===== src/rtl/fiber_mshr_if.sv =====
// Handshake bundle for fiber_mshr: bank miss in, memory request/response,
// fill back to the bank, plus occupancy and statistics outputs.
interface fiber_mshr_if #(
    parameter int DATA_WIDTH    = 16,
    parameter int ADDR_WIDTH    = 64,
    parameter int PRIORITY_BITS = 5,
    parameter int ENTRIES       = 8,
    parameter int CNT_BITS      = 3,
    parameter int ID_W          = $clog2(ENTRIES)
);
    logic                     i_miss_valid;
    logic                     o_miss_ready;
    logic [ADDR_WIDTH-1:0]    i_miss_addr;
    logic [PRIORITY_BITS-1:0] i_miss_prio;

    logic                     o_mem_req_valid;
    logic                     i_mem_req_ready;
    logic [ADDR_WIDTH-1:0]    o_mem_req_addr;
    logic [ID_W-1:0]          o_mem_req_id;

    logic                     i_mem_resp_valid;
    logic [ID_W-1:0]          i_mem_resp_id;
    logic [DATA_WIDTH-1:0]    i_mem_resp_data;

    logic                     o_fill_valid;
    logic                     i_fill_ready;
    logic [ADDR_WIDTH-1:0]    o_fill_addr;
    logic [DATA_WIDTH-1:0]    o_fill_data;
    logic [PRIORITY_BITS-1:0] o_fill_prio;
    logic [CNT_BITS-1:0]      o_fill_count;

    logic [ID_W:0]            o_occupancy;
    logic [31:0]              o_stat_allocs;
    logic [31:0]              o_stat_merges;

    // MSHR side
    modport slave (
        input  i_miss_valid, i_miss_addr, i_miss_prio,
        output o_miss_ready,
        output o_mem_req_valid, o_mem_req_addr, o_mem_req_id,
        input  i_mem_req_ready,
        input  i_mem_resp_valid, i_mem_resp_id, i_mem_resp_data,
        output o_fill_valid, o_fill_addr, o_fill_data,
        output o_fill_prio, o_fill_count,
        input  i_fill_ready,
        output o_occupancy, o_stat_allocs, o_stat_merges
    );

    // Bank / memory side
    modport master (
        output i_miss_valid, i_miss_addr, i_miss_prio,
        input  o_miss_ready,
        input  o_mem_req_valid, o_mem_req_addr, o_mem_req_id,
        output i_mem_req_ready,
        output i_mem_resp_valid, i_mem_resp_id, i_mem_resp_data,
        input  o_fill_valid, o_fill_addr, o_fill_data,
        input  o_fill_prio, o_fill_count,
        output i_fill_ready,
        input  o_occupancy, o_stat_allocs, o_stat_merges
    );
endinterface


===== src/rtl/fiber_mshr.sv =====
// Miss-status holding registers behind fiberBank: merges same-line misses,
// one memory read per line, fills carry waiter count and max priority.
// Optional counters: define FIBER_MSHR_STATS_EN for alloc/merge statistics.
module fiber_mshr #(
    parameter int DATA_WIDTH    = 16,
    parameter int ADDR_WIDTH    = 64,
    parameter int OFFSET_BITS   = 1,
    parameter int PRIORITY_BITS = 5,
    parameter int ENTRIES       = 8,
    parameter int CNT_BITS      = 3,
    parameter int ID_W          = $clog2(ENTRIES)
) (
    input logic          i_clk,
    input logic          i_rst_n,
    fiber_mshr_if.slave  bus
);
    typedef enum logic [1:0] {
        FREE,
        PENDING,
        ISSUED,
        FILLED
    } state_e;

    localparam logic [ADDR_WIDTH-1:0] OFF_MASK =
        ADDR_WIDTH'((64'd1 << OFFSET_BITS) - 64'd1);

    state_e                   st_q   [ENTRIES];
    state_e                   st_d   [ENTRIES];
    logic [ADDR_WIDTH-1:0]    addr_q [ENTRIES];
    logic [ADDR_WIDTH-1:0]    addr_d [ENTRIES];
    logic [PRIORITY_BITS-1:0] prio_q [ENTRIES];
    logic [PRIORITY_BITS-1:0] prio_d [ENTRIES];
    logic [CNT_BITS-1:0]      cnt_q  [ENTRIES];
    logic [CNT_BITS-1:0]      cnt_d  [ENTRIES];
    logic [DATA_WIDTH-1:0]    data_q [ENTRIES];
    logic [DATA_WIDTH-1:0]    data_d [ENTRIES];

    logic            rhold_q, rhold_d;
    logic [ID_W-1:0] rhold_id_q, rhold_id_d;
    logic            fhold_q, fhold_d;
    logic [ID_W-1:0] fhold_id_q, fhold_id_d;

    logic [ADDR_WIDTH-1:0] miss_line;
    logic                  hit;
    logic [ID_W-1:0]       hit_id;
    logic                  any_free;
    logic [ID_W-1:0]       free_id;
    logic                  miss_ready;
    logic                  miss_fire;

    logic                     pend_any;
    logic [ID_W-1:0]          pend_sel;
    logic [PRIORITY_BITS-1:0] pend_best;
    logic                     req_valid;
    logic [ID_W-1:0]          req_id;
    logic                     req_fire;

    logic                  resp_ok;
    logic                  fl_any;
    logic [ID_W-1:0]       fl_sel;
    logic                  fill_valid;
    logic [ID_W-1:0]       fill_id;
    logic                  fill_fire;
    logic [ID_W:0]         occ;

    assign miss_line = bus.i_miss_addr & ~OFF_MASK;

    // Line match against in-flight entries and lowest free slot
    always_comb begin
        hit      = 1'b0;
        hit_id   = '0;
        any_free = 1'b0;
        free_id  = '0;
        occ      = '0;
        for (int i = ENTRIES - 1; i >= 0; i--) begin
            if ((st_q[i] == PENDING || st_q[i] == ISSUED) &&
                addr_q[i] == miss_line) begin
                hit    = 1'b1;
                hit_id = ID_W'(i);
            end
            if (st_q[i] == FREE) begin
                any_free = 1'b1;
                free_id  = ID_W'(i);
            end else begin
                occ = occ + 1'b1;
            end
        end
    end

    assign miss_ready = i_rst_n &
                        (hit ? ~&cnt_q[hit_id] : any_free);
    assign miss_fire  = bus.i_miss_valid & miss_ready;

    // Issue pick: highest priority PENDING, ties to lowest index
    always_comb begin
        pend_any  = 1'b0;
        pend_sel  = '0;
        pend_best = '0;
        for (int i = 0; i < ENTRIES; i++) begin
            if (st_q[i] == PENDING &&
                (!pend_any || prio_q[i] > pend_best)) begin
                pend_any  = 1'b1;
                pend_sel  = ID_W'(i);
                pend_best = prio_q[i];
            end
        end
    end

    // A stalled request keeps its entry; otherwise follow the live pick
    assign req_id    = rhold_q ? rhold_id_q : pend_sel;
    assign req_valid = rhold_q | pend_any;
    assign req_fire  = req_valid & bus.i_mem_req_ready;

    assign resp_ok = bus.i_mem_resp_valid &
                     (st_q[bus.i_mem_resp_id] == ISSUED);

    // Fill pick: lowest-index FILLED entry
    always_comb begin
        fl_any = 1'b0;
        fl_sel = '0;
        for (int i = ENTRIES - 1; i >= 0; i--) begin
            if (st_q[i] == FILLED) begin
                fl_any = 1'b1;
                fl_sel = ID_W'(i);
            end
        end
    end

    assign fill_id    = fhold_q ? fhold_id_q : fl_sel;
    assign fill_valid = fhold_q | fl_any;
    assign fill_fire  = fill_valid & bus.i_fill_ready;

    // Entry next-state: allocate/merge, issue, response, fill release
    always_comb begin
        st_d       = st_q;
        addr_d     = addr_q;
        prio_d     = prio_q;
        cnt_d      = cnt_q;
        data_d     = data_q;
        rhold_d    = req_valid & ~bus.i_mem_req_ready;
        rhold_id_d = req_id;
        fhold_d    = fill_valid & ~bus.i_fill_ready;
        fhold_id_d = fill_id;
        if (miss_fire) begin
            if (hit) begin
                cnt_d[hit_id] = cnt_q[hit_id] + 1'b1;
                if (bus.i_miss_prio > prio_q[hit_id]) begin
                    prio_d[hit_id] = bus.i_miss_prio;
                end
            end else begin
                st_d[free_id]   = PENDING;
                addr_d[free_id] = miss_line;
                prio_d[free_id] = bus.i_miss_prio;
                cnt_d[free_id]  = CNT_BITS'(1);
            end
        end
        if (req_fire) begin
            st_d[req_id] = ISSUED;
        end
        if (resp_ok) begin
            st_d[bus.i_mem_resp_id]   = FILLED;
            data_d[bus.i_mem_resp_id] = bus.i_mem_resp_data;
        end
        if (fill_fire) begin
            st_d[fill_id] = FREE;
        end
    end

    // Entry and handshake-hold registers
    always_ff @(posedge i_clk or negedge i_rst_n) begin
        if (!i_rst_n) begin
            st_q       <= '{default: FREE};
            addr_q     <= '{default: '0};
            prio_q     <= '{default: '0};
            cnt_q      <= '{default: '0};
            data_q     <= '{default: '0};
            rhold_q    <= 1'b0;
            rhold_id_q <= '0;
            fhold_q    <= 1'b0;
            fhold_id_q <= '0;
        end else begin
            st_q       <= st_d;
            addr_q     <= addr_d;
            prio_q     <= prio_d;
            cnt_q      <= cnt_d;
            data_q     <= data_d;
            rhold_q    <= rhold_d;
            rhold_id_q <= rhold_id_d;
            fhold_q    <= fhold_d;
            fhold_id_q <= fhold_id_d;
        end
    end

    assign bus.o_miss_ready    = miss_ready;
    assign bus.o_mem_req_valid = req_valid;
    assign bus.o_mem_req_id    = req_id;
    assign bus.o_mem_req_addr  = addr_q[req_id];
    assign bus.o_fill_valid    = fill_valid;
    assign bus.o_fill_addr     = addr_q[fill_id];
    assign bus.o_fill_data     = data_q[fill_id];
    assign bus.o_fill_prio     = prio_q[fill_id];
    assign bus.o_fill_count    = cnt_q[fill_id];
    assign bus.o_occupancy     = occ;

`ifdef FIBER_MSHR_STATS_EN
    logic [31:0] allocs_q, allocs_d;
    logic [31:0] merges_q, merges_d;

    // Wrapping counts of accepted allocations and merges
    always_comb begin
        allocs_d = allocs_q;
        merges_d = merges_q;
        if (miss_fire && hit) begin
            merges_d = merges_q + 32'd1;
        end
        if (miss_fire && !hit) begin
            allocs_d = allocs_q + 32'd1;
        end
    end

    // Statistics registers
    always_ff @(posedge i_clk or negedge i_rst_n) begin
        if (!i_rst_n) begin
            allocs_q <= '0;
            merges_q <= '0;
        end else begin
            allocs_q <= allocs_d;
            merges_q <= merges_d;
        end
    end

    assign bus.o_stat_allocs = allocs_q;
    assign bus.o_stat_merges = merges_q;
`else
    assign bus.o_stat_allocs = '0;
    assign bus.o_stat_merges = '0;
`endif
endmodule

===== src/flat_wrapper.sv =====
// flat-port wrapper written by rule: the top's interface ports become plain ports
module fiber_mshr_flat 
#(
    parameter int DATA_WIDTH    = 16,
    parameter int ADDR_WIDTH    = 64,
    parameter int OFFSET_BITS   = 1,
    parameter int PRIORITY_BITS = 5,
    parameter int ENTRIES       = 8,
    parameter int CNT_BITS      = 3,
    parameter int ID_W          = $clog2(ENTRIES)
)
  (i_clk, i_rst_n, bus_i_miss_valid, bus_i_miss_addr, bus_i_miss_prio, bus_o_miss_ready, bus_o_mem_req_valid, bus_o_mem_req_addr, bus_o_mem_req_id, bus_i_mem_req_ready, bus_i_mem_resp_valid, bus_i_mem_resp_id, bus_i_mem_resp_data, bus_o_fill_valid, bus_o_fill_addr, bus_o_fill_data, bus_o_fill_prio, bus_o_fill_count, bus_i_fill_ready, bus_o_occupancy, bus_o_stat_allocs, bus_o_stat_merges);
  fiber_mshr_if #(.DATA_WIDTH(DATA_WIDTH), .ADDR_WIDTH(ADDR_WIDTH), .PRIORITY_BITS(PRIORITY_BITS), .ENTRIES(ENTRIES), .CNT_BITS(CNT_BITS), .ID_W(ID_W)) bus_i ();
  input logic i_clk;
  input logic i_rst_n;
  input wire logic [$bits(bus_i.i_miss_valid)-1:0] bus_i_miss_valid;
  input wire logic [$bits(bus_i.i_miss_addr)-1:0] bus_i_miss_addr;
  input wire logic [$bits(bus_i.i_miss_prio)-1:0] bus_i_miss_prio;
  output wire logic [$bits(bus_i.o_miss_ready)-1:0] bus_o_miss_ready;
  output wire logic [$bits(bus_i.o_mem_req_valid)-1:0] bus_o_mem_req_valid;
  output wire logic [$bits(bus_i.o_mem_req_addr)-1:0] bus_o_mem_req_addr;
  output wire logic [$bits(bus_i.o_mem_req_id)-1:0] bus_o_mem_req_id;
  input wire logic [$bits(bus_i.i_mem_req_ready)-1:0] bus_i_mem_req_ready;
  input wire logic [$bits(bus_i.i_mem_resp_valid)-1:0] bus_i_mem_resp_valid;
  input wire logic [$bits(bus_i.i_mem_resp_id)-1:0] bus_i_mem_resp_id;
  input wire logic [$bits(bus_i.i_mem_resp_data)-1:0] bus_i_mem_resp_data;
  output wire logic [$bits(bus_i.o_fill_valid)-1:0] bus_o_fill_valid;
  output wire logic [$bits(bus_i.o_fill_addr)-1:0] bus_o_fill_addr;
  output wire logic [$bits(bus_i.o_fill_data)-1:0] bus_o_fill_data;
  output wire logic [$bits(bus_i.o_fill_prio)-1:0] bus_o_fill_prio;
  output wire logic [$bits(bus_i.o_fill_count)-1:0] bus_o_fill_count;
  input wire logic [$bits(bus_i.i_fill_ready)-1:0] bus_i_fill_ready;
  output wire logic [$bits(bus_i.o_occupancy)-1:0] bus_o_occupancy;
  output wire logic [$bits(bus_i.o_stat_allocs)-1:0] bus_o_stat_allocs;
  output wire logic [$bits(bus_i.o_stat_merges)-1:0] bus_o_stat_merges;
  assign bus_i.i_miss_valid = bus_i_miss_valid;
  assign bus_i.i_miss_addr = bus_i_miss_addr;
  assign bus_i.i_miss_prio = bus_i_miss_prio;
  assign bus_o_miss_ready = bus_i.o_miss_ready;
  assign bus_o_mem_req_valid = bus_i.o_mem_req_valid;
  assign bus_o_mem_req_addr = bus_i.o_mem_req_addr;
  assign bus_o_mem_req_id = bus_i.o_mem_req_id;
  assign bus_i.i_mem_req_ready = bus_i_mem_req_ready;
  assign bus_i.i_mem_resp_valid = bus_i_mem_resp_valid;
  assign bus_i.i_mem_resp_id = bus_i_mem_resp_id;
  assign bus_i.i_mem_resp_data = bus_i_mem_resp_data;
  assign bus_o_fill_valid = bus_i.o_fill_valid;
  assign bus_o_fill_addr = bus_i.o_fill_addr;
  assign bus_o_fill_data = bus_i.o_fill_data;
  assign bus_o_fill_prio = bus_i.o_fill_prio;
  assign bus_o_fill_count = bus_i.o_fill_count;
  assign bus_i.i_fill_ready = bus_i_fill_ready;
  assign bus_o_occupancy = bus_i.o_occupancy;
  assign bus_o_stat_allocs = bus_i.o_stat_allocs;
  assign bus_o_stat_merges = bus_i.o_stat_merges;
  fiber_mshr #(.DATA_WIDTH(DATA_WIDTH), .ADDR_WIDTH(ADDR_WIDTH), .OFFSET_BITS(OFFSET_BITS), .PRIORITY_BITS(PRIORITY_BITS), .ENTRIES(ENTRIES), .CNT_BITS(CNT_BITS), .ID_W(ID_W)) u_core (.i_clk(i_clk), .i_rst_n(i_rst_n), .bus(bus_i));
endmodule

===== config.mk =====
export PLATFORM = sky130hd
export DESIGN_NAME = fiber_mshr_flat
export DESIGN_NICKNAME = d
export VERILOG_FILES = /design/src/rtl/fiber_mshr_if.sv /design/src/rtl/fiber_mshr.sv /design/src/flat_wrapper.sv
export SDC_FILE = /design/constraint.sdc
export NUM_CORES = 2
export LEC_CHECK = 0
export BUFFER_PORTS_ARGS = -buffer_cell sky130_fd_sc_hd__buf_4
export CAP_MARGIN = 0
export CELL_PAD_IN_SITES_DETAIL_PLACEMENT = 1
export CELL_PAD_IN_SITES_GLOBAL_PLACEMENT = 1
export CORE_MARGIN = 8
export CORE_UTILIZATION = 40
export CTS_BUF_LIST = sky130_fd_sc_hd__clkbuf_4
export DETAILED_ROUTE_END_ITERATION = 10
export GPL_ROUTABILITY_DRIVEN = 0
export PLACE_DENSITY_LB_ADDON = 0.1
export SLEW_MARGIN = 10
export SYNTH_ARGS = -nofsm -noshare
export SYNTH_HDL_FRONTEND = slang
export SYNTH_SLANG_ARGS = --single-unit

===== constraint.sdc =====
create_clock -name i_clk -period 13.7 [get_ports i_clk]
set_clock_uncertainty 0.05 [all_clocks]
set_input_delay 1.37 -clock i_clk [delete_from_list [all_inputs] [get_ports i_clk]]
set_output_delay 1.37 -clock i_clk [all_outputs]
set_load 0.005 [all_outputs]

# Yosys cells after proc, flatten, opt, wreduce, memory -nomap -nowiden

Cells that the tools add are included.

Add/subtract/negate cells: 8
Magnitude comparators: 18
Equal/unequal tests: 34
Mux-type cells: 138
Bitwise gates (word level): 29
Reductions and logical operators: 54

Operators with widths:

| cell                                                          | number |
|---|---|
| 512-bit bitwise mux                                           | 1 |
| 64-bit equality test                                          | 8 |
| 64-bit binary-select mux with 3-bit select                    | 2 |
| 64-bit two-way mux                                            | 5 |
| 64-bit demux with 3-bit select                                | 1 |
| 128-bit bitwise mux                                           | 1 |
| 16-bit two-way mux                                            | 8 |
| 3-bit two-way mux                                             | 36 |
| 40-bit bitwise mux                                            | 2 |
| 40-bit two-way mux                                            | 2 |
| 5-bit two-way mux                                             | 13 |
| 16-bit binary-select mux with 3-bit select                    | 1 |
| 16-bit demux with 3-bit select                                | 1 |
| 5-bit > comparator                                            | 8 |
| 1-bit two-way mux                                             | 35 |
| 2-bit equality test, second input constant                    | 17 |
| 16-bit AND                                                    | 2 |
| 16-bit inverter                                               | 2 |
| 5-bit binary-select mux with 3-bit select                     | 2 |
| 5-bit demux with 3-bit select                                 | 2 |
| 4-bit two-way mux                                             | 7 |
| 4-bit by 1-bit adder with 4-bit output, second input constant | 6 |
| 24-bit bitwise mux                                            | 1 |
| 2-bit demux with 3-bit select                                 | 4 |
| other kinds (25)                                              | 114 |

Bits in registers: 728
Input bits: 94
Output and inout bits: 226
Logic and storage cells: 325

# Logic depth before layout (Yosys ltp)

Depth in word-level cells: 43
Gate-level depth with buffers: 62
Gate-level depth less buffers: 58

# Worst setup path before layout

OpenSTA, ideal clock, no wires.

Path kind: flip-flop to output port
From: register u_core.st_q[15] in the netlist's numbering
To: output port bus_o_mem_req_addr[14]
Data arrival time: 12.480 ns
Data required time: 12.280 ns
Slack: -0.200 ns
Cell stages (with the launch flop): 62
Buffers on the path: 5
Path through: dfrtp_1 -> inv_1 -> ha_1 -> clkbuf_1 -> nand2_1 -> ha_1 -> nor2b_1 -> o21a_1 -> o21a_1 -> o41ai_2 -> mux2i_1 -> inv_1 -> ha_1 -> nor2b_1 -> o21a_1 -> o211ai_1 -> a21oi_1 -> mux2i_1 -> (+26 left out) -> o21a_1 -> o2111ai_1 -> and3_1 -> clkbuf_1 -> mux2_2 -> ha_1 -> nor2b_1 -> o21a_1 -> o21ai_0 -> a21oi_1 -> o31ai_1 -> a41oi_1 -> clkbuf_1 -> a211oi_1 -> clkbuf_1 -> clkbuf_1 -> nand3_1 -> and3_1

Longest elaborated chain between the ends: 35
Elaborated cells between the ends (all ways): 55
Classes of those cells: order compare: 7; eq/ne: 1; mux: 25; bitwise: 1; reduce/logical: 21

Ends and longest elaborated chain:

| item                                                       | line               | source |
|---|---|---|
| start, declared                                            | fiber_mshr.sv:27   | `state_e st_q [ENTRIES];` |
| start signal, assigned                                     | fiber_mshr.sv:182  | `st_q <= st_d;` |
| 2-bit by 1-bit equality test with 1-bit output (*)         | fiber_mshr.sv:100  | `if (st_q[i] == PENDING &&` |
| 5-bit two-way mux or 1-bit two-way mux (tied branches)     | fiber_mshr.sv:100  |  |
| 5-bit > comparator or 1-bit logical NOT (tied branches)    | fiber_mshr.sv:101  | `(!pend_any \|\| prio_q[i] > pend_best)) begin` |
| 1-bit logical OR                                           | fiber_mshr.sv:101  |  |
| 1-bit logical AND                                          | fiber_mshr.sv:100  |  |
| 5-bit two-way mux or 1-bit two-way mux (tied branches)     | fiber_mshr.sv:100  |  |
| 5-bit > comparator or 1-bit logical NOT (tied branches)    | fiber_mshr.sv:101  |  |
| 1-bit logical OR                                           | fiber_mshr.sv:101  |  |
| (+19 left out)                                             | n/a                |  |
| 1-bit logical OR                                           | fiber_mshr.sv:101  |  |
| 1-bit logical AND                                          | fiber_mshr.sv:100  |  |
| 3-bit two-way mux (*)                                      | fiber_mshr.sv:100  |  |
| 3-bit two-way mux (*)                                      | fiber_mshr.sv:110  | `assign req_id = rhold_q ? rhold_id_q : pend_sel;` |
| net bus_o_mem_req_id[2]                                    | flat_wrapper.sv:22 | `output wire logic [$bits(bus_i.o_mem_req_id)-1:0] bus_o_mem_req_id;` |
| 3-bit inverter with 4-bit output (not written as such) (*) | fiber_mshr.sv:197  | `assign bus.o_mem_req_addr = addr_q[req_id];` |
| 64-bit binary-select mux with 3-bit select (*)             | fiber_mshr.sv:197  |  |
| 64-bit two-way mux (not written as such) (*) (2 in series) | fiber_mshr.sv:197  |  |
| end, declared                                              | flat_wrapper.sv:21 | `output wire logic [$bits(bus_i.o_mem_req_addr)-1:0] bus_o_mem_req_addr;` |

Mark *: on every way through the listed nets, which the timed path passes. The rest lies on a longest branch. The select of a mux whose other input is x is not followed.

# Worst setup path after layout

From: register u_core.st_q[15] in the netlist's numbering
To: output port bus_o_mem_req_addr[56]

Longest elaborated chain between the ends: 35
Elaborated cells between the ends (all ways): 55
Classes of those cells: order compare: 7; eq/ne: 1; mux: 25; bitwise: 1; reduce/logical: 21

Ends and longest elaborated chain:

| item                                                       | line |
|---|---|
| 2-bit by 1-bit equality test with 1-bit output (*)         | fiber_mshr.sv:100 |
| 5-bit two-way mux or 1-bit two-way mux (tied branches)     | fiber_mshr.sv:100 |
| 5-bit > comparator or 1-bit logical NOT (tied branches)    | fiber_mshr.sv:101 |
| 1-bit logical OR                                           | fiber_mshr.sv:101 |
| 1-bit logical AND                                          | fiber_mshr.sv:100 |
| 5-bit two-way mux or 1-bit two-way mux (tied branches)     | fiber_mshr.sv:100 |
| 5-bit > comparator or 1-bit logical NOT (tied branches)    | fiber_mshr.sv:101 |
| 1-bit logical OR                                           | fiber_mshr.sv:101 |
| (+18 left out)                                             | n/a |
| 5-bit > comparator or 1-bit logical NOT (tied branches)    | fiber_mshr.sv:101 |
| 1-bit logical OR                                           | fiber_mshr.sv:101 |
| 1-bit logical AND                                          | fiber_mshr.sv:100 |
| 3-bit two-way mux (*)                                      | fiber_mshr.sv:100 |
| 3-bit two-way mux (*)                                      | fiber_mshr.sv:110 |
| 3-bit inverter with 4-bit output (not written as such) (*) | fiber_mshr.sv:197 |
| 64-bit binary-select mux with 3-bit select (*)             | fiber_mshr.sv:197 |
| 64-bit two-way mux (not written as such) (*) (2 in series) | fiber_mshr.sv:197 |

Mark *: on every way between the ends. The rest lies on a longest branch, timed or not. The select of a mux whose other input is x is not followed.

==> run_results.csv <==
group,metric,value,unit
drt,drtPass1Iterations,7,
clocking,cts_tree,"done",
synth,ys_seq_area_share,36.3,%
finish,seqCellArea,18000,µm²
outcome,outcome,"finished, violations left",
finish,final_common_cell,"nand2_1",
floorplan,std_cell_rows,129,
synth,yosys_warnings,0,
critical_path,crit_end,"bus_o_mem_req_addr[56]",
synth,syn_area_per_cell,8.76,µm²
drt,wl_per_cell,34.1,µm
critical_path,cp-start-kind,"flip-flop",
global_routing,grt_use_total,37.4,%
clocking,clkSinkCount,720,
timing,post-route-period-util,104,%
floorplan,core,123000,µm²
clocking,clk_path_buf_depth,3,
synth,yosysUniqueCellTypes,87,
synth,ys_ff_latch,720,
finish,final_nets,6098,
timing,grt_setup_unrepaired,"yes",
global_routing,grt_pass1_wl,369,mm
placement,place_hpwl,183,mm
synth,yosysTopAreaCell,"dfrtp_1",
clocking,path_clk_slew,0.06,ns
floorplan,die-area,136000,µm²
outcome,violations,"DRC, capacitance limit, slew limit, setup timing",
critical_path,worstPathRequired,12.28,ns
critical_path,critPathKind,"flip-flop to output pin",
min_path,hp-class,"input pin to flip-flop",
timing,min_period,14.27,ns
critical_path,slowest_delay,0.38,ns
critical_path,cpMaxStageDelayCell,"dfrtp_1",
synth,syn_inst,5663,
timing,holdWs,0.254,ns
synth,synth_edf_count,0,
critical_path,reg2reg_slack,2.15,ns
timing,fmaxAchievable,0.0701,GHz
timing,hold_viol,0,
critical_path,reg2reg_to,"u_core.st_q[10]",
drt,num_vias,48700,
critical_path,path_common_cell,"o21a_1",
synth,synth_top_cell_area_share,36.3,%
floorplan,die_w,368,µm
critical_path,r2r_cells,62,
global_routing,grt_pass1_vias,48000,
synth,synthArstFlopShare,100,%
timing,final.setup.worst_slack,-0.567,ns
job,maxCapViolCount,2,
synth,ys_top_cells_by_area,"dfrtp_1 36%, mux2_2 13%, nand2_1 9.0%",
global_routing,grt_overflow,0,
clocking,clk_latency,1.29,ns
global_routing,grt_max_degree,170,
drt,drt-initial-drc-count,5852,
synth,ys.flop_type,"dfrtp_1",
floorplan,ios,320,
critical_path,startpoint,"u_core.st_q[15]",
drt,via_per_inst,6.29,
finish,drive_gt1_share,27.0,%
critical_path,cp-end-kind,"output pin",
floorplan,initial_utilization,40.2,%
timing,maxSlewHeadroom,-3.87,%
timing,finalSetupViolations,64,
finish,syn2layout_area_growth,18.3,%
critical_path,cp_max_fo,10,
drt,drt-total-wl,264,mm
drt,drc_errors,2,
synth,netlist_area,49600,µm²
timing,tightest_slew,1.54,ns
timing,finalMaxSlewViolations,2,
critical_path,r2r-start,"u_core.st_q[15]",
global_routing,antenna_found_initial,18,
clocking,cts_buffers,211,
placement,portBuffers,252,
clocking,htreeDepth,4,
finish,n_fill_cell,14200,
finish,multi_input_area,30200,µm²
finish,final_cells,7750,
finish,final_cell_mix,"1,169 x nand2_1, 719 x dfrtp_1, 553 x mux2_2",
critical_path,critPathArrivalTime,12.85,ns
placement,dp_cells,7239,
clocking,root_buffer,"clkbuf_4",
drt,ant_nets,0,
floorplan,dieHeight,368,µm
[layer usage]
metal | wire length, µm | vias up | track usage [%]
li1 | - | 20300 | -
met1 | 104000 | 24700 | 47.6
met2 | 106000 | 2910 | 52.2
met3 | 33800 | 797 | 15.9
met4 | 19500 | 16 | 21.9
met5 | 327 | - | 1.28
[kinds of logic (layout without fill, tap and decap cells)]
logic type               after synthesis  in the layout  synth area share [%]
flip-flops                           720            720                  36.3
buffers and inverters                627            989                  5.78
XOR/XNOR                             357            357                  6.30
multiplexers                         749            749                  17.1
adder cells (fa/ha/maj)               74             74                  1.87
other                                  1             89               0.00756
AND/OR/NAND/NOR                     2644           2644                  25.9
AO/OA/AOI/OAI                        491            491                  6.80
[repair_timing]
action                                  4_1_cts  5_1_grt
gates cloned                                 25        8
buffers inserted                             65       16
endpoints found under the hold margin        29        0
gates resized for setup                     230       85
endpoints found under the setup margin       66       66
hold buffers                                  1        0
pin swaps                                    48       17
[worst max-delay path, delay by kind of cell (launching register included)]
kind	cells	cell delay [ns]
compound gates	23	3.79
fa+ha+maj	8	1.79
buf+inv	13	1.74
flops	1	0.38
mux	8	2.30
simple gates	12	1.60
[cell type report]
| cell class | instances | area share, % |
|---|---|---|
| clock buffers | 308 | 3.94 |
| flip-flops and latches | 720 | 30.7 |
| repair inverters | 2 | 0.0341 |
| multi-input cells | 4381 | 51.4 |
| clock inverters | 65 | 0.709 |
| well taps | 1637 | 3.49 |
| repair buffers | 476 | 8.68 |
| diodes | 23 | 0.0980 |
| inverters | 138 | 0.931 |
[per-stage QoR]
stage               instance area (µm²)  TNS, ns  worst slack [ns]  utilization (%)
floorplan                         49900        0             0.138                -
global placement                  52900        0             0.249             42.8
detailed placement                52900   -0.508           -0.0582             42.8
CTS                               57900   -24.57            -0.467             46.9
global route                      58700   -64.12             -1.09             47.5
finish                            58700   -30.22            -0.567             47.6
[Yosys cell counts, types with 8 or more instances]
cell / count
nand2_1: 1196
dfrtp_1: 720
mux2_2: 569
nand3_1: 546
nand2b_1: 279
xnor2_1: 256
clkbuf_1: 225
nand4_1: 204
o21ai_0: 160
buf_2: 140
inv_1: 135
mux2i_1: 110
xor2_1: 101
nor4_1: 97
buf_4: 74
ha_1: 74
and3_1: 71
nor2_1: 62
o211ai_1: 61
a32oi_1: 58
nor2b_1: 51
mux2_4: 49
nor3_1: 47
a21oi_1: 46
buf_1: 42
o2111ai_1: 32
mux2_1: 20
o21a_1: 17
o22ai_1: 16
nand4b_1: 14
nor4b_1: 14
a21o_1: 13
or4_1: 12
and2_1: 9
a221oi_1: 8
buf_6: 8
or2_2: 8
[registers in the layout, summed over array words and instances (netlist names)]
signal,cells
u_core.addr_q,504
u_core.data_q,128
u_core.prio_q,40
u_core.cnt_q,24
u_core.st_q,16
u_core.fhold_id_q,3
u_core.rhold_id_q,3
u_core.fhold_q,1
u_core.rhold_q,1
[worst min-delay path by stage]
stage,startpoint,end,cells after the start,slack [ns]
CTS,bus_i_fill_ready,u_core.fhold_q,2,0.11
detailed placement,u_core.data_q[33],u_core.data_q[33],1,0.44
global placement,u_core.data_q[33],u_core.data_q[33],1,0.44
floorplan,u_core.cnt_q[1],u_core.cnt_q[1],1,0.42
finish,bus_i_fill_ready,u_core.fhold_q,2,0.25
global route,bus_i_fill_ready,u_core.fhold_q,2,0.19
Power is left out: the tool's default activity adds up to more than one toggle a clock period on the data nets, which glitch-free logic cannot reach.
